**config.mk**
```make
export PLATFORM = sky130hd
export DESIGN_NAME = uart_tx_scheduler
export DESIGN_NICKNAME = d
export VERILOG_FILES = /design/src/rtl/uart_tx_scheduler.sv
export SDC_FILE = /design/constraint.sdc
export NUM_CORES = 1
export LEC_CHECK = 0
export CAP_MARGIN = 20
export CORE_MARGIN = 1.5
export CORE_UTILIZATION = 45
export CTS_CLUSTER_DIAMETER = 50
export CTS_CLUSTER_SIZE = 14
export DETAILED_ROUTE_END_ITERATION = 10
export MAX_ROUTING_LAYER = met4
export PLACE_DENSITY = 0.7
export SYNTH_ARGS = -nofsm -noshare
export SYNTH_HDL_FRONTEND = slang
export SYNTH_SLANG_ARGS = --single-unit
```
**constraint.sdc**
```tcl
create_clock -name sysclk -period 1.8 [get_ports sysclk]
set_clock_uncertainty 0.05 [all_clocks]
set_input_delay 0.36 -clock sysclk [delete_from_list [all_inputs] [get_ports sysclk]]
set_output_delay 0.36 -clock sysclk [all_outputs]
set_load 0.03 [all_outputs]
```
**src/rtl/uart_tx_scheduler.sv**
```systemverilog
// Round-robin 8N1 UART transmitter shared by two byte requesters.
// Bit timing comes from an enable-style divider on the single system clock.
module uart_tx_scheduler #(
  parameter int CLK_DIV = 10416
) (
  input  logic       sysclk,
  input  logic       reset,
  input  logic       req0,
  input  logic [7:0] data0,
  output logic       ack0,
  input  logic       req1,
  input  logic [7:0] data1,
  output logic       ack1,
  output logic       tx,
  output logic       busy,
  output logic       grant_id
);

  typedef enum logic [1:0] {
    IDLE,
    START,
    DATA,
    STOP
  } state_e;

  localparam logic [13:0] DIV_MAX = 14'(CLK_DIV - 1);

  state_e      state_q, state_d;
  logic [13:0] div_q, div_d;
  logic [2:0]  idx_q, idx_d;
  logic [7:0]  shift_q, shift_d;
  logic        tx_q, tx_d;
  logic        busy_q, busy_d;
  logic        ack0_q, ack0_d;
  logic        ack1_q, ack1_d;
  logic        grant_q, grant_d;
  logic        last_q, last_d;
  logic        tick;
  logic        win;

  assign tick = (div_q == DIV_MAX);
  // A tie goes to whoever did not win the previous tie.
  assign win  = (req0 & req1) ? ~last_q : req1;

  always_comb begin
    state_d = state_q;
    div_d   = div_q;
    idx_d   = idx_q;
    shift_d = shift_q;
    tx_d    = tx_q;
    busy_d  = busy_q;
    ack0_d  = 1'b0;
    ack1_d  = 1'b0;
    grant_d = grant_q;
    last_d  = last_q;
    if (state_q != IDLE) begin
      div_d = tick ? '0 : div_q + 14'd1;
    end
    unique case (state_q)
      IDLE: begin
        if (req0 | req1) begin
          state_d = START;
          ack0_d  = ~win;
          ack1_d  = win;
          grant_d = win;
          shift_d = win ? data1 : data0;
          busy_d  = 1'b1;
          tx_d    = 1'b0;
          div_d   = '0;
          if (req0 & req1) begin
            last_d = win;
          end
        end
      end
      START: begin
        if (tick) begin
          state_d = DATA;
          idx_d   = 3'd0;
          tx_d    = shift_q[0];
        end
      end
      DATA: begin
        if (tick) begin
          if (idx_q == 3'd7) begin
            state_d = STOP;
            tx_d    = 1'b1;
          end else begin
            idx_d = idx_q + 3'd1;
            tx_d  = shift_q[idx_q + 3'd1];
          end
        end
      end
      STOP: begin
        if (tick) begin
          state_d = IDLE;
          busy_d  = 1'b0;
        end
      end
      default: state_d = IDLE;
    endcase
  end

  always_ff @(posedge sysclk or negedge reset) begin
    if (!reset) begin
      state_q <= IDLE;
      div_q   <= '0;
      idx_q   <= '0;
      shift_q <= '0;
      tx_q    <= 1'b1;
      busy_q  <= 1'b0;
      ack0_q  <= 1'b0;
      ack1_q  <= 1'b0;
      grant_q <= 1'b0;
      last_q  <= 1'b1;
    end else begin
      state_q <= state_d;
      div_q   <= div_d;
      idx_q   <= idx_d;
      shift_q <= shift_d;
      tx_q    <= tx_d;
      busy_q  <= busy_d;
      ack0_q  <= ack0_d;
      ack1_q  <= ack1_d;
      grant_q <= grant_d;
      last_q  <= last_d;
    end
  end

  assign tx       = tx_q;
  assign busy     = busy_q;
  assign ack0     = ack0_q;
  assign ack1     = ack1_q;
  assign grant_id = grant_q;

endmodule
```
==> metrics.txt, run 1 <==
IR drop worst, VDD=between 0.4 and 0.5 mV; first-pass GRT wire length=about 7500 microns; crit path cell chain=or4b_4 > o41ai_4 > buf_4 > a31oi_1 > o21ai_1 > o31ai_2; most frequent cells in the layout=37 x buf_4, 31 x dfrtp_1, 23 x clkdlybuf4s50_1, 16 x inv_1, 12 x nand2_1; number of port buffers=24; Tmin final=between 1500 and 2000 ps; Yosys top cell area share=0.424; period utilization=1.06; total negative setup slack=-1020 ps; Crit path largest cell delay=590 ps; Detailed Route WL=approximately 4800 microns; worst path arrival time=around 2000 ps; CP Launch Type=flop; failing checks=setup timing; Crit. End Element=flop; core area=~3800 sq um; # DRC=0; Pins Over Slew Limit=0; Skew-Pair Late Insertion Delay=290 ps; pre-CTS setup slack=-95.0 ps; initial cell density of the core=0.485; Num CTS Buffers=5; asr flop ratio synth=1.00; Clock H-tree levels=2; clk buf depth=2; DRT Pass-1 Iters=7; dpl cell area=around 2300 sq um; post-synth top area cell=dfrtp_1; Nets=around 270; final setup violating endpoints=17; worst min path class=in2async; largest net degree at the start of global routing=34; vias in the first global route=approximately 1,700; layout cells sized above 1=0.340; CTS sink cnt=33; Cell Area, Synth=between 1500 and 2000 sq um; Core Util, Final=0.692; Final GP Congestion=between 0.8 and 0.9; most common cell after layout, fill and taps aside=buf_4; Post-synth top flop=dfrtp_1; Die H=~67 microns; Syn Area/Cell=a little over 10 sq um; Mapped Cells=177; PwrDens=592 nW/um^2; CP required=between 1500 and 2000 ps; Pleak=1.22 nW; antenna-violating nets left=0; CP Max Fanout=6; register area share after synthesis=0.453; worst hold slack=418 ps; post-route setup slack=-103 ps; Worst Tran Pin Value=roughly 420 ps; CTS Root Cell=clkbuf_8; Die Footprint=between 4000 and 5000 sq um; fmax=roughly 530 MHz; Unique masters post-synth=48; max-cap check violation count=0; post-route cell area=~2600 sq um; I/O pin total=25; FILL cells=roughly 260; FP Rows=22; Post-synth EDFFs=0; Syn Nets=between 200 and 250; Synth Warn #=0; vias per cell=between 5 and 6; initial DRC count=114; Routed wire per std cell=approximately 16 microns; critical path's slowest cell=or4b_4; synthesized flop and latch total=33; Clk pin slew, worst setup/hold paths=70 ps; HPWL after DPL=about 3200 microns; unrepaired setup endpoints after global routing=yes; top cells by area, synth=dfrtp_1 42%, ha_1 5.5%, a222oi_1 4.4%, o21ai_0 3.6%, inv_1 3.5%; antenna violations before repair=0; crit path kind=reg2reg; total congestion overflow after global routing=0; Final Hold Viols=0; CTS tree=yes; gr usage total=0.231; Hold-fix buffers, CTS=0; Die W=about 67 microns; layout overhead on the synthesized area=42.8%; vias=~1,700; status=complete, but fails checks; Rel. slew slack=0.720; ANT cells=0
logic make-up (layout without fill, tap and decap cells):
group / after synthesis / in the layout / share of synthesized area
AO/OA/AOI/OAI: 60 / 60 / 0.244
AND/OR/NAND/NOR: 46 / 46 / 0.153
flip-flops: 33 / 33 / 0.453
buffers and inverters: 24 / 88 / 0.0623
adder cells (fa/ha/maj): 8 / 8 / 0.0548
multiplexers: 4 / 4 / 0.0233
XOR/XNOR: 2 / 2 / 0.00958
metrics by stage:
step | instances | power (mW)
4_1_cts | 284 | 1.55
3_5_place_dp | 273 | 0.821
5_1_grt | 289 | 1.60
6_report | 289 | 1.54
2_1_floorplan | 177 | 0.760
3_3_place_gp | 273 | 0.818
worst paths after layout:
kind | to | depth (start not counted) | slack [ps] | start
worst max-delay path | div_q[13] | 6 | -100 | div_q[9]
worst min-delay path | div_q[8] | 2 | 420 | reset
worst max register to register | div_q[13] | 6 | -100 | div_q[9]
worst min register to register | grant_id | 1 | 430 | grant_id
max in group asynchronous | last_q | 2 | 960 | reset
min in group sysclk | grant_id | 1 | 430 | grant_id
worst max-delay path: cells and delay by family, from the launching register on:
family	cells	cell delay (ps)
compound gates	4	550
flops	1	390
buf+inv	1	210
simple gates	1	590
final cells by class:
type / count / area, sq um / share of cell area
Sequential cell: 33 / 828 / 0.317
Tap cell: 48 / 60.1 / 0.0230
Clock inverter: 1 / 30.0 / 0.0115
Multi-Input combinational cell: 120 / 1000 / 0.384
Clock buffer: 7 / 86.3 / 0.0331
Timing Repair Buffer: 63 / 539 / 0.207
Inverter: 17 / 63.8 / 0.0244
state kept, by name (all words and copies together) (netlist names):
register  cells
busy          1
state_q       2
div_q        14
grant_id      1
tx            1
shift_q       8
ack0          1
ack1          1
last_q        1
idx_q         3
synthesized netlist by cell type, drive strengths merged, types with 3 or more instances:
master,instances
inv,17
ha,8
buf,4
o31ai,7
a222oi,8
nand3,5
a22o,6
nand4,3
nor3,3
nand2,12
or3,3
nand2b,3
dfrtp,31
nor2,6
o41ai,3
a21oi,9
o21ai,18
metal layers:
layer  GRT usage  routed length [microns]  vias up
li1            -                        -      790
met1       0.250                     1970      827
met2       0.404                     2480       52
met3      0.0608                      235        9
met4      0.0918                       68        0
met5           -                        0        -
power by group:
part           total, mW  internal (mW)  switching, mW
clock              0.739          0.452          0.288
sequential         0.741          0.741              0
combinational     0.0643         0.0401         0.0242
timing repair:
item | CTS | global route
hold endpoints to repair | 0 | 0
setup buffers | 3 | 7
resized for setup | 13 | 25
endpoints found under the setup margin | 20 | 20
pin swaps | 5 | 10
(Power assumes the default switching activity.)
==> inputs of run 2 (changes only) <==
- GPL_TIMING_DRIVEN: default -> 0
- PLACE_DENSITY: 0.7 -> 0.68
- clock period: 1.8 -> 2.3 ns (I/O delays scaled with it)
==> metrics.txt, run 2 (synthesis results as in run 1) <==
Pins Over Slew Limit=0 (unchanged); worst min path class=in2async; status=complete, no violations; # DRC=0 (unchanged); largest net degree at the start of global routing=34 (unchanged); Num CTS Buffers=5 (unchanged); Clock H-tree levels=2 (unchanged); top flop regs=div_q x14, shift_q x8, idx_q x3; vias in the first global route=1,512 (-11%); vias=1,494 (-11%); PwrDens=479 nW/um^2 (-19%); Die H=66.7 microns (unchanged); met1 wire length=1800 microns (-8.6%); dpl cell area=2110 sq um (-8.6%); critical path's slowest cell=or4b_4; crit path cell chain=buf_6 > or4b_4 > o41ai_4 > a31oi_1 > o21ai_0 > o31ai_1; first-pass GRT wire length=6800 microns (-9.0%); FP Rows=22 (unchanged); Biggest register=div_q; Routed wire per std cell=15.2 microns (-7.4%); CTS Root Cell=clkbuf_8; Worst Tran Pin Value=736 ps (+316 ps); Final GP Congestion=0.768 (-9.8%); CP required=2410 ps (+490 ps); worst path arrival time=2240 ps (+210 ps); Skew-Pair Late Insertion Delay=290 ps (about the same); IR drop worst, VDD=0.335 mV (-30%); met2 WL=1840 microns (-26%); HPWL after DPL=2810 microns (-13%); setup bufs post-CTS=0 (-3); max FFs per register=14 (unchanged); CP Max Fanout=10 (+4); Pleak=0.987 nW (-19%); Die Footprint=4450 sq um (unchanged); top layer reached by signal wires=met4; crit path kind=reg2reg; pre-CTS setup slack=138 ps (+233 ps); Clk pin slew, worst setup/hold paths=70 ps (about the same); period utilization=0.924 (-0.134); antenna-violating nets left=0 (unchanged); routed wl met3=203 microns (-14%); initial cell density of the core=0.485 (unchanged); post-route cell area=2200 sq um (-16%); Crit path largest cell delay=530 ps (-60 ps); worst hold slack=179 ps (-239 ps); core area=3770 sq um (unchanged); Die W=66.7 microns (unchanged); layout overhead on the synthesized area=20.4%; number of port buffers=23 (-4.2%); antenna violations before repair=0 (unchanged); most common cell after layout, fill and taps aside=dfrtp_1; CTS tree=yes; Nets=235 (-12%); CP Launch Type=flop; max-cap check violation count=0 (unchanged); clk buf depth=2 (unchanged); CTS sink cnt=33 (unchanged); Tmin final=2120 ps (+221 ps); post-route setup slack=176 ps (+279 ps); Detailed Route WL=3900 microns (-18%); gr usage total=0.211 (-0.0201); ANT cells=0 (unchanged); Core Util, Final=0.584 (-0.109); Final Hold Viols=0 (unchanged); vias per cell=5.84 (+0.51%); I/O pin total=25 (unchanged); Rel. slew slack=0.509 (-0.210); most frequent cells in the layout=31 x dfrtp_1, 22 x clkdlybuf4s50_1, 17 x inv_1, 13 x o21ai_0, 12 x nand2_1; unrepaired setup endpoints after global routing=no; fmax=471 MHz (-10%); final setup violating endpoints=0 (-17); layout cells sized above 1=0.144 (-0.196); DRT Pass-1 Iters=5 (-2); initial DRC count=124 (+8.8%); Crit. End Element=flop; total congestion overflow after global routing=0 (unchanged); total negative setup slack=0 ps (+1020 ps)
==> run 2: changes by cell type in the layout (fill, tap and decap cells not counted), moves of 3 or more <==
| cell | before | now |
|---|---|---|
| o21ai_2 | 6 | 2 |
| o21ai_0 | 3 | 13 |
| buf_4 | 37 | 0 |
| ha_1 | 5 | 8 |
| o21ai_1 | 8 | 3 |
==> run 2: per-stage QoR <==
step                total power, mW  cells
floorplan                     0.595    177
global placement              0.638    248
detailed placement            0.638    248
CTS                            1.07    256
global route                   1.09    256
finish                         1.05    256
==> run 2: worst max-delay path: cells and delay by family (launching register included) <==
| kind | cells | cell delay [ps] |
|---|---|---|
| buffers and inverters | 1 | 140 |
| and+or+nand+nor | 1 | 530 |
| AOI/OAI and AO/OA | 4 | 910 |
| DFF | 1 | 380 |
==> run 2: repair_timing <==
item	4_1_cts	5_1_grt
hold buffers	0	0
endpoints found under the setup margin	0	9
gates resized for setup	0	1
==> run 2: per-layer routing <==
layer / GRT usage / vias up
met5: - / -
met4: 0.0740 / 0
met3: 0.0574 / 7
met2: 0.344 / 46
met1: 0.252 / 714
li1: - / 727
==> run 2: path summary, 6_finish.rpt <==
kind	cells past startpoint	end	startpoint	slack, ps
worst min-delay path	1	div_q[11]	reset	180
worst min register to register	2	tx	tx	430
max in group asynchronous	1	shift_q[0]	reset	1540
worst max-delay path	6	div_q[8]	div_q[6]	180
min in group sysclk	2	tx	tx	430
worst max register to register	6	div_q[8]	div_q[6]	180
==> run 2: where the power goes <==
group	total [mW]	switching (mW)	internal [mW]
Clock	0.427	0.218	0.209
Combinational	0.0459	0.0184	0.0276
Sequential	0.580	0	0.580
Total	1.05	0.237	0.817
==> run 2: area by class of cell <==
class	instances	area, sq um
Clock buffer	5	68.8
Timing Repair Buffer	23	225
Clock inverter	3	17.5
Inverter	17	63.8
Multi-Input combinational cell	120	886
Sequential cell	33	828
Buffer	7	51.3
Fill cell	315	1570
Tap cell	48	60.1
==> edit 1 (config.mk and constraints of run 1) <==
Make the reset (`reset`) synchronous in one clocked block.
--- a/src/rtl/uart_tx_scheduler.sv
+++ b/src/rtl/uart_tx_scheduler.sv
@@ -102,3 +102,3 @@
 
-  always_ff @(posedge sysclk or negedge reset) begin
+  always_ff @(posedge sysclk) begin
     if (!reset) begin
Check against the original RTL: differs if reset is asserted again (counterexample within 4 cycles, from zero or initial values and one cycle with reset low); with reset held inactive, the same outputs for 10 cycles.
==> edit 1 against run 1 <==
- the run still ends with negative setup slack left
- core utilization down 4.8 points
- worst setup slack better by 0.014 ns
- count of clock-buffer cells in the layout up 1
- design area down 2.0%
- sequential cell count unchanged
- largest cell class unchanged
- critical path depth unchanged
- critical path type unchanged
- synthesized cell count up 15%
- die area up 0.86%
- synthesized area up 0.89%
- wire length down 14%
Power is not compared: it rests on default switching activity, and its combinational part moved more than twofold at a synthesized area within 25%.
==> edit 1: results (changes against run 1) <==
* Status: finished, violations left
* Violations in the final reports: negative setup slack
* Stage delay of the slowest cell on the critical path at 0.57 ns (-0.02 ns)
* Proportion of layout cells with a drive suffix above 1 at 0.232 (-0.108)
* Cell with the biggest individual delay on the critical path: or4_4
* Router iterations before antenna repair at 4 (-3)
* Final setup margin at -0.0896 ns (+0.0136 ns)
* Overall fraction of global-route tracks in use at 0.215 (-0.0162)
* Hpwl dp at 3010 microns (-6.4%)
* Hold crit path type: reg -> reg
* Post-CTS Setup Bufs at 2 (-1)
* Max Fanout on Critical Path at 3 (-3)
* Via count of the first global-routing pass at 1,686 (-0.53%)
* Avg WL per Cell at 12.9 microns (-22%)
* First-pass GRT wire length at 7110 microns (-4.8%)
* Final weighted congestion of routability-driven global placement at 0.842 (-1.1%)
* Setup Total Neg Slack at -0.586 ns (+0.431 ns)
* Syn nets at 231 (+13%)
* Post-Place Setup Slack at -0.122 ns (-0.0270 ns)
* Ratio of routed vias to standard cells at 5.29 (-8.9%)
* Number of DRC violations after detailed-routing iteration 0 at 140 (+23%)
* Top cells by area in the synthesized netlist: dfxtp_1 (36%), mux2i_1 (9.2%), ha_1 (5.4%)
* Total length of routed met2 wires at 1980 microns (-20%)
* Cell count after placement at 304 (+11%)
* Quantity of gates resized following cts at 4 (-9)
* Top cells by count, synth: dfxtp_1 (33), nand2_1 (24), mux2i_1 (17)
* Mapped Avg Cell Area at 9.09 sq um (-12%)
* Slew headroom at 0.783 (+0.0634)
* Async SR Flop Fraction at 0 (-1.00)
* Sequential fraction of the synthesis area at 0.358 (-0.0949)
* Total length of routed wires at 4080 microns (-14%)
* Final setup fails at 12 (-5)
## edit 1: how the worst max path moves through the flow
stage                 endpoint  cells past startpoint      start  slack, ns
floorplan             idx_q[0]                      5   div_q[4]     0.0003
global placement    shift_q[4]                      6       req1      -0.07
detailed placement    idx_q[1]                      5  div_q[12]      -0.12
CTS                   idx_q[1]                      6   div_q[4]      -0.05
global route          idx_q[1]                      6   div_q[4]      -0.18
finish                idx_q[1]                      6   div_q[4]      -0.09
## edit 1: power by group
part	total (mW)	leakage (nW)	internal [mW]	switching (mW)
combinational	1.27	0.772	0.602	0.663
clock	0.540	0.0395	0.275	0.265
sequential	0.946	0.271	0.865	0.0815
## edit 1: worst max-delay path, delay by kind of cell, from the launching register on
kind	cells	cell delay [ns]
multiplexers	1	0.22
flip-flops	1	0.31
AO/OA/AOI/OAI	1	0.22
buffers and inverters	1	0.17
AND/OR/NAND/NOR	3	0.82
## edit 1: kinds of logic after synthesis
kind of cell	count (synthesis)	synth area share
adders and majority gates	8	0.0543
DFF	33	0.358
xor gates and xnor gates	2	0.00950
AOI/OAI and AO/OA	47	0.209
and+or+nand+nor	81	0.242
muxes	17	0.0923
buffers and inverters	15	0.0353
## edit 1: metal layers
layer	vias up	global-route usage
met5	-	-
met4	0	0.0918
met3	8	0.0473
met2	31	0.366
met1	772	0.241
li1	866	-
## edit 1: stage by stage
stage	util	hold WS [ns]	area [sq um]
after floorplan	-	0.405	1860
after global placement	0.605	0.424	2400
after detailed placement	0.605	0.436	2400
after CTS	0.633	0.451	2510
after global routing	0.645	0.469	2560
final	0.645	0.444	2560
## edit 1: layout make-up
type / instances / area [sq um]
multi-input cells: 155 / 1170
repair buffers: 64 / 553
well taps: 50 / 62.6
flip-flops and latches: 33 / 663
clock buffers: 8 / 80.1
inverters: 7 / 26.3
fillers: 336 / 1410
==> edit 2 (settings of run 1) <==
Made on the original files. Set the parameter `CLK_DIV` to 8192 (it was 10416).
--- a/src/rtl/uart_tx_scheduler.sv
+++ b/src/rtl/uart_tx_scheduler.sv
@@ -3,3 +3,3 @@
 module uart_tx_scheduler #(
-  parameter int CLK_DIV = 10416
+  parameter int CLK_DIV = 8192
 ) (
Function: no difference found for any inputs over 10 cycles, from zero or initial values and one cycle with reset low; that may be too few to reach the edited logic, so the function may still have changed.
==> edit 2 against run 1 <==
- the flow still finishes with violations (negative setup slack)
- total power fell by 1.8%
- worst setup slack improved by 0.061 ns
- count of clock-buffer cells in the layout did not move
- worst hold slack improved by 0.0060 ns
- die area rose by 0.33%
- synthesized area rose by 0.34%
- synthesized cell count fell by 1.1%
- wire length rose by 3.9%
- design area rose by 0.14%
- sequential cell count did not move
- critical path type unchanged
- critical endpoint is now tx
==> edit 2: results (changes against run 1) <==
* Stage delay of the slowest cell on the critical path at 0.49 ns (-0.10 ns)
* Overall fraction of global-route tracks in use at 0.234 (+0.00272)
* Beginning of the worst register-to-register path: idx_q[1]
* WP data arrival at 2.01 ns (-0.02 ns)
* Count of unique library cells instantiated by Yosys at 49 (+2.1%)
* Area fraction in compound gates after synthesis at 0.218 (-0.0268)
* Count of fill cells added during filler insertion at 302 (+15%)
* Top cells by area in the synthesized netlist: dfrtp_1 (42%), ha_1 (5.5%), a222oi_1 (4.4%)
* Number of DRC violations after detailed-routing iteration 0 at 136 (+19%)
* Final layout net count at 262 (-2.2%)
* Sequential fraction of the synthesis area at 0.452 (-0.00155)
* Cell count after placement at 266 (-2.6%)
* Synth Area in XOR/XNOR at 0.00955 (-0.0000327)
* Router iterations before antenna repair at 4 (-3)
* Synthesized instance count at 175 (-1.1%)
* Placed cell area at 2290 sq um (-0.87%)
* Max Fanout on Critical Path at 2 (-4)
* Status: finished, violations left
* Final setup fails at 1 (-16)
* Multiplexer share of the synthesized area at 0.0409 (+0.0177)
* Total length of routed wires at 4930 microns (+3.9%)
* Via count of the first global-routing pass at 1,652 (-2.5%)
* Synth Area in Adders at 0.0546 (-0.000187)
* Violations in the final reports: negative setup slack
* Critical R2R Capture: tx
* Final setup margin at -0.0426 ns (+0.0606 ns)
* LEAKAGE at 1.16 nW (-5.0%)
* Top cells by count, synth: dfrtp_1 (31), inv_1 (16), nor2_1 (11)
==> edit 2: cell types whose count changed after synthesis, sizes merged, moves of 2 or more <==
cell / delta
a22o: +2
a31oi: +4
nand2: -6
nand2b: -2
nor2: +5
nor2b: +3
nor4: +4
o21ai: -9
o2bb2ai: +2
o31ai: -6
o41ai: -3
==> edit 2: worst reg2reg max path: cells and delay by family, from the launching register on <==
family / cells / cell delay [ns]
AND/OR/NAND/NOR: 1 / 0.15
adder cells (fa/ha/maj): 2 / 0.49
multiplexers: 1 / 0.49
flip-flops: 1 / 0.39
AO/OA/AOI/OAI: 2 / 0.21
==> edit 2: layout make-up <==
type	instances	share of cell area
Multi-Input combinational cell	118	0.391
Sequential cell	33	0.317
Timing Repair Buffer	59	0.198
Clock buffer	7	0.0330
Inverter	17	0.0258
Tap cell	50	0.0239
Clock inverter	1	0.0115
==> edit 2: power breakdown <==
group / internal (mW) / leakage (nW) / total (mW) / switching [mW]
Clock: 0.451 / 0.0585 / 0.711 / 0.260
Sequential: 0.742 / 0.408 / 0.742 / 0
Combinational: 0.0400 / 0.691 / 0.0640 / 0.0240
Total: 1.23 / 1.16 / 1.52 / 0.284
==> edit 2: stage by stage <==
stage	util	hold slack (ns)	setup WS [ns]	TNS, ns
global route	0.658	0.450	-0.0847	-0.319
floorplan	-	0.0144	-0.0188	-0.0317
global placement	0.577	0.417	-0.0145	-0.0145
detailed placement	0.577	0.415	-0.0568	-0.189
finish	0.658	0.424	-0.0426	-0.0426
CTS	0.612	0.434	-0.00101	-0.00101
==> edit 2: cell families (layout without fill, tap and decap cells) <==
| logic type | after synthesis | in the layout |
|---|---|---|
| mux | 6 | 6 |
| buf+inv | 24 | 84 |
| xor+xnor | 2 | 2 |
| fa+ha+maj | 8 | 8 |
| simple gates | 49 | 49 |
| compound gates | 53 | 53 |
| flops | 33 | 33 |
==> edit 2: how the worst max path moves through the flow <==
stage / from / endpoint / slack [ns] / cells past startpoint
after detailed placement: req1 / shift_q[3] / -0.06 / 5
after floorplan: state_q[1] / state_q[1] / -0.02 / 8
final: idx_q[1] / tx / -0.04 / 6
after global routing: idx_q[1] / tx / -0.08 / 6
after CTS: idx_q[0] / tx / -0.001 / 6
after global placement: req0 / state_q[1] / -0.01 / 4
==> edit 2: routing by layer <==
metal,global-route usage,vias to the layer above,part of all wire
met5,-,-,0
met4,0.0740,0,0.015
met3,0.0709,8,0.044
met2,0.375,46,0.51
met1,0.284,818,0.43
li1,-,782,-
==> edit 2: what timing repair did <==
item                       in CTS  in global routing
resized for setup               4                 22
setup buffers                   1                  9
setup endpoints to repair       2                 12
cloned                          0                  1
pin swaps                       1                 13
